<file path="src/rtl/shift_cmd_sequencer_if.sv">
// Command handshake between a producer and the shift command sequencer.
// A command is {cmd_dir, cmd_cnt}. It is transferred on a rising edge
// where cmd_valid and cmd_ready are both high.
interface shift_cmd_sequencer_if #(
  parameter int CNT_W = 3
) ();
  logic             cmd_valid;
  logic             cmd_ready;
  logic             cmd_dir;
  logic [CNT_W-1:0] cmd_cnt;

  modport master (output cmd_valid, output cmd_dir, output cmd_cnt, input cmd_ready);
  modport slave  (input cmd_valid, input cmd_dir, input cmd_cnt, output cmd_ready);
endinterface

</file>
<file path="src/rtl/shift_cmd_sequencer.sv">
// Shift command sequencer.
// Queued {dir, cnt} commands are replayed as single-cycle shift_left or
// shift_right pulses. PULSE_GAP idle cycles separate the pulses of one
// command, and a done strobe marks the end of each command. The abort input
// flushes the queue and cancels the command in progress.
module shift_cmd_sequencer #(
  parameter int CNT_W     = 3,
  parameter int DEPTH     = 4,
  parameter int PULSE_GAP = 1
) (
  input  logic                   clk,
  input  logic                   rst,
  shift_cmd_sequencer_if.slave   cmd,
  input  logic                   abort,
  output logic                   shift_left,
  output logic                   shift_right,
  output logic                   busy,
  output logic                   done,
  output logic [$clog2(DEPTH):0] fifo_level
);
  localparam int AW = $clog2(DEPTH);
  // The gap counter keeps at least one bit so that PULSE_GAP of 0 or 1 still elaborates.
  localparam int GW = (PULSE_GAP > 1) ? $clog2(PULSE_GAP + 1) : 1;

  typedef struct packed {
    logic             dir;
    logic [CNT_W-1:0] cnt;
  } cmd_t;

  typedef enum logic [1:0] {IDLE, SHIFT, GAP, DONE} state_t;

  cmd_t             mem [DEPTH];
  cmd_t             head;
  logic [AW-1:0]    wr_ptr, rd_ptr;
  logic [AW:0]      level;
  logic             full, empty, push, pop;
  state_t           state, state_nx;
  logic             dir, dir_nx;
  logic [CNT_W-1:0] rem, rem_nx;
  logic [GW-1:0]    gap, gap_nx;

  assign full          = (level == (AW+1)'(DEPTH));
  assign empty         = (level == '0);
  // Readiness uses only the current fill level. A pop in the same cycle does not free a slot.
  assign cmd.cmd_ready = !full && !abort && !rst;
  assign push          = cmd.cmd_valid && cmd.cmd_ready;
  assign pop           = (state == IDLE) && !empty && !abort;
  assign head          = mem[rd_ptr];

  // Update the FIFO pointers and occupancy. Reset and abort both leave the FIFO empty.
  always_ff @(posedge clk) begin
    if (rst || abort) begin
      wr_ptr <= '0;
      rd_ptr <= '0;
      level  <= '0;
    end else begin
      if (push) wr_ptr <= wr_ptr + AW'(1);
      if (pop)  rd_ptr <= rd_ptr + AW'(1);
      level <= level + {{AW{1'b0}}, push} - {{AW{1'b0}}, pop};
    end
  end

  // Write accepted commands into FIFO storage. The storage needs no reset because the pointers guard it.
  always_ff @(posedge clk) begin
    if (push) mem[wr_ptr] <= '{dir: cmd.cmd_dir, cnt: cmd.cmd_cnt};
  end

  // Register the FSM state and the per-command counters.
  always_ff @(posedge clk) begin
    if (rst || abort) begin
      state <= IDLE;
      dir   <= 1'b0;
      rem   <= '0;
      gap   <= '0;
    end else begin
      state <= state_nx;
      dir   <= dir_nx;
      rem   <= rem_nx;
      gap   <= gap_nx;
    end
  end

  // Next-state logic: pop in IDLE, pulse in SHIFT, wait in GAP, then strobe DONE.
  always_comb begin
    state_nx = state;
    dir_nx   = dir;
    rem_nx   = rem;
    gap_nx   = gap;
    unique case (state)
      IDLE: begin
        if (pop) begin
          dir_nx   = head.dir;
          rem_nx   = head.cnt;
          state_nx = (head.cnt == '0) ? DONE : SHIFT;
        end
      end
      SHIFT: begin
        if (rem == CNT_W'(1)) begin
          state_nx = DONE;
        end else begin
          rem_nx = rem - CNT_W'(1);
          if (PULSE_GAP == 0) begin
            state_nx = SHIFT;
          end else begin
            state_nx = GAP;
            gap_nx   = GW'(PULSE_GAP);
          end
        end
      end
      GAP: begin
        if (gap == GW'(1)) state_nx = SHIFT;
        else               gap_nx   = gap - GW'(1);
      end
      DONE:    state_nx = IDLE;
      default: state_nx = IDLE;
    endcase
  end

  assign shift_left  = (state == SHIFT) && !dir;
  assign shift_right = (state == SHIFT) &&  dir;
  assign done        = (state == DONE);
  assign busy        = (state != IDLE) || !empty;
  assign fifo_level  = level;
endmodule

</file>
<file path="src/flat_wrapper.sv">
// flat-port wrapper written by rule: the top's interface ports become plain ports
module shift_cmd_sequencer_flat 
#(
  parameter int CNT_W     = 3,
  parameter int DEPTH     = 4,
  parameter int PULSE_GAP = 1
)
  (clk, rst, abort, shift_left, shift_right, busy, done, fifo_level, cmd_cmd_valid, cmd_cmd_dir, cmd_cmd_cnt, cmd_cmd_ready);
  shift_cmd_sequencer_if #(.CNT_W(CNT_W)) cmd_i ();
  input  logic clk;
  input  logic rst;
  input  logic abort;
  output logic shift_left;
  output logic shift_right;
  output logic busy;
  output logic done;
  output logic [$clog2(DEPTH):0] fifo_level;
  input wire logic [$bits(cmd_i.cmd_valid)-1:0] cmd_cmd_valid;
  input wire logic [$bits(cmd_i.cmd_dir)-1:0] cmd_cmd_dir;
  input wire logic [$bits(cmd_i.cmd_cnt)-1:0] cmd_cmd_cnt;
  output wire logic [$bits(cmd_i.cmd_ready)-1:0] cmd_cmd_ready;
  assign cmd_i.cmd_valid = cmd_cmd_valid;
  assign cmd_i.cmd_dir = cmd_cmd_dir;
  assign cmd_i.cmd_cnt = cmd_cmd_cnt;
  assign cmd_cmd_ready = cmd_i.cmd_ready;
  shift_cmd_sequencer #(.CNT_W(CNT_W), .DEPTH(DEPTH), .PULSE_GAP(PULSE_GAP)) u_core (.clk(clk), .rst(rst), .cmd(cmd_i), .abort(abort), .shift_left(shift_left), .shift_right(shift_right), .busy(busy), .done(done), .fifo_level(fifo_level));
endmodule
</file>
<file path="config.mk">
export PLATFORM = sky130hd
export DESIGN_NAME = shift_cmd_sequencer_flat
export DESIGN_NICKNAME = d
export VERILOG_FILES = /design/src/rtl/shift_cmd_sequencer_if.sv /design/src/rtl/shift_cmd_sequencer.sv /design/src/flat_wrapper.sv
export SDC_FILE = /design/constraint.sdc
export NUM_CORES = 1
export LEC_CHECK = 0
export ABC_AREA = 1
export ABC_CLOCK_PERIOD_IN_PS = 1900
export BUFFER_PORTS_ARGS = -buffer_cell sky130_fd_sc_hd__buf_4
export CAP_MARGIN = 20
export CORE_UTILIZATION = 51
export DETAILED_ROUTE_END_ITERATION = 12
export PLACE_DENSITY_LB_ADDON = 0.25
export SETUP_SLACK_MARGIN = 0.05
export SLEW_MARGIN = 20
export SYNTH_ARGS = -nofsm -noshare
export SYNTH_HDL_FRONTEND = slang
export SYNTH_SLANG_ARGS = --single-unit
</file>
<file path="constraint.sdc">
create_clock -name clk -period 1.9 [get_ports clk]
set_clock_uncertainty 0.1 [all_clocks]
set_input_delay 0.285 -clock clk [delete_from_list [all_inputs] [get_ports clk]]
set_output_delay 0.285 -clock clk [all_outputs]
set_load 0.03 [all_outputs]
</file>
==> results.cfg <==
[logic_synthesis]
async_reset_ff_frac = 0
syn_area_um2 = 1540
synth_commonest_cells = nand2_1, inv_1, nor2_1, dfxtp_1, edfxtp_1
netlist.area_leader.share = 0.312
synth_area_leaders = edfxtp_1, dfxtp_1, nand2_1
synthDistinctLibCells = 29
ys_ff_latch = 32
synth.net_count = 183
synth.most_common_cell = nand2_1
synth_top_area_cell = edfxtp_1
yosys_warnings = 0
synth_edf_count = 16
synthFlopType = edfxtp_1
seq_area_frac_synth = 0.520
syn_area_per_cell_um2 = 9.22
postSynthCellCount = 167

[setup_path]
critPathLaunchType = flop
crit_family = simple AND/OR/NAND/NOR gates
worstPathCellList = nor2_4 > nand3b_4 > nand2_1 > nand2_2 > ha_4 > fa_2 > or2_4 > a21oi_2
crit_path_max_incr_delay_ps = 350
crit_type = reg2reg
path_buf_inv = 0
end_kind = flop
slowest_stage = dfxtp_2
worst-path-max-fanout = 3
required_ps = 2070
arrival_ps = 2030

[placement]
dpl.cell_count = 218
port-buffer-count = 15
placed_area_um2 = 1770
hpwl_um = 2190
post-place-ws_ps = -43.2
gp_congestion = 0.916

[sta]
max_slew_margin = 0.709
setup_violations = 0
fin_crit_sh = 0.979
period_needed_ps = 1860
tightest_slew_ps = 435
whs_ps = 42.7
slew_viol_final = 0
hold_violations = 0
worst_slack_ps = 39.6
finalSetupTns_ps = 0
grt_setup_unrepaired = yes
fmax_mhz = 538

[clocking]
cts_hold_buf = 0
cts_buffers = 5
clockBufferDepth = 2
clock_latency_ps = 340
numClockSinks = 32
cts-root-buf = clkbuf_4
h-tree-depth = 2
cts_tree = built
clk_pin_slew_ps = 100

[floorplanning]
die_area_um2 = 3240
start_util = 0.549
rows = 19
dieWidth_um = 56.9
die_h_um = 56.9
pin_count = 16
core_area_um2 = 2810

[detailed_routing]
postRouteAntennaNets = 0
wl_per_cell_um = 13.7
routed-wl-met3_um = 170
first_pass_iters = 5
drtIter0Drc = 48
vias = 1214
routed_via_density = 5.26
drc = 0
met2WireLength_um = 1710
wl_um = 3170
topRoutingLayerUsed = met4
met1_length_um = 1220

[power]
vdd_ir_drop_max_uv = 545
combPwrFrac = 0.128
p_sw_mw = 0.337
power_density_nw_per_um2 = 698
switching_share = 0.255
p_int_mw = 0.986
p_leak_nw = 0.796
pwr-share-seq = 0.562
pwr-share-clk = 0.310

[final_layout]
antenna_cells = 0
areaGrowthSynthToFinish_pct = 23.3
layout-drive-gt1-share = 0.330
stdcell_count = 231
final_nets = 215
finalInstanceArea_um2 = 1900

[grt]
grt-ovfl-total = 0
grt_max_degree = 10
antenna_found_initial = 0
grt_pass1_wl_um = 4970
grt_pass1_vias = 1176
track_usage = 0.212

[job]
cap_violations = 0

[status]
status = finished, final reports clean

[worst_hold_path]
hold_path.class = in2reg
## final timing paths
kind / slack (ps) / cells past startpoint / end / start
setup / recovery: 40 / 8 / u_core.fifo_level[2] / u_core.state[1]
hold / removal: 40 / 1 / u_core.mem[1][2] / cmd_cmd_cnt[2]
setup reg to reg: 40 / 8 / u_core.fifo_level[2] / u_core.state[1]
hold reg to reg: 410 / 2 / flop / u_core.rd_ptr[0]
## worst register-to-register path, cell delays in order (launching register included)
cell and delay, ps:
dfxtp_2 350, nor2_4 170, nand3b_4 110, nand2_1 110, nand2_2 80, ha_4 160, fa_2 340, or2_4 240
a21oi_2 120
## sequential cells by signal, indices dropped and copies added, names as in the netlist, named ones only
register	count
u_core.rem	3
u_core.fifo_level	3
u_core.wr_ptr	2
u_core.mem	16
u_core.gap	1
u_core.state	2
u_core.rd_ptr	2
u_core.dir	1
## power groups by stage
stage | logic, mW | registers [mW] | clock network [mW]
after floorplan | 0.0946 | 0.763 | 0
after global placement | 0.148 | 0.759 | 0
after detailed placement | 0.155 | 0.760 | 0
after CTS | 0.160 | 0.744 | 0.412
after global routing | 0.186 | 0.746 | 0.447
final | 0.169 | 0.744 | 0.410
## cell usage in the layout, fill, tap and decap left out, types with 2 or more instances in the layout
cell      netlist  routed
a21oi_1         9       8
a21oi_2         1       2
buf_4           0      26
clkbuf_1        0       2
clkbuf_4        0       5
dfxtp_1        16      12
dfxtp_4         0       3
edfxtp_1       16      16
ha_1            7       6
inv_1          20      17
inv_2           6       6
inv_4           1       2
inv_6           0       2
nand2_1        34      32
nand2_2         2       3
nand2_4         1       2
nand3_1         7       7
nor2_1         19      19
nor2_4          3       3
o21ai_0         4       4
o21ai_1         6       6
xor2_1          2       2
## metal layers
metal,track usage,vias to the layer above
met1,0.219,575
met5,0,-
met4,0.101,0
li1,-,602
met2,0.373,29
met3,0.0884,8
## timing repair
action,4_1_cts,5_1_grt
gates resized for setup,3,6
pin swaps,2,1
endpoints found under the hold margin,0,0
setup endpoints to repair,2,2
buffers inserted,2,3
## area by class of cell
class | count | area, um^2
inverter | 27 | 116
sequential | 32 | 813
multi-input combinational | 107 | 674
clock buffer | 8 | 58.8
tap | 31 | 38.8
fill | 215 | 908
timing repair buffer | 26 | 195
## stage by stage
stage | power (mW) | utilization
3_3_place_gp | 0.908 | 0.632
5_1_grt | 1.38 | 0.676
3_5_place_dp | 0.915 | 0.632
6_report | 1.32 | 0.676
4_1_cts | 1.32 | 0.661
2_1_floorplan | 0.858 | -
## logic make-up (layout without fill, tap and decap cells)
group / after synthesis / after routing / share of synthesized area
xor gates and xnor gates: 2 / 2 / 0.0114
adders and majority gates: 8 / 8 / 0.0699
and+or+nand+nor: 75 / 75 / 0.246
AOI/OAI and AO/OA: 22 / 22 / 0.0821
DFF: 32 / 32 / 0.520
buffers and inverters: 28 / 61 / 0.0707
(Power assumes the default switching activity.)
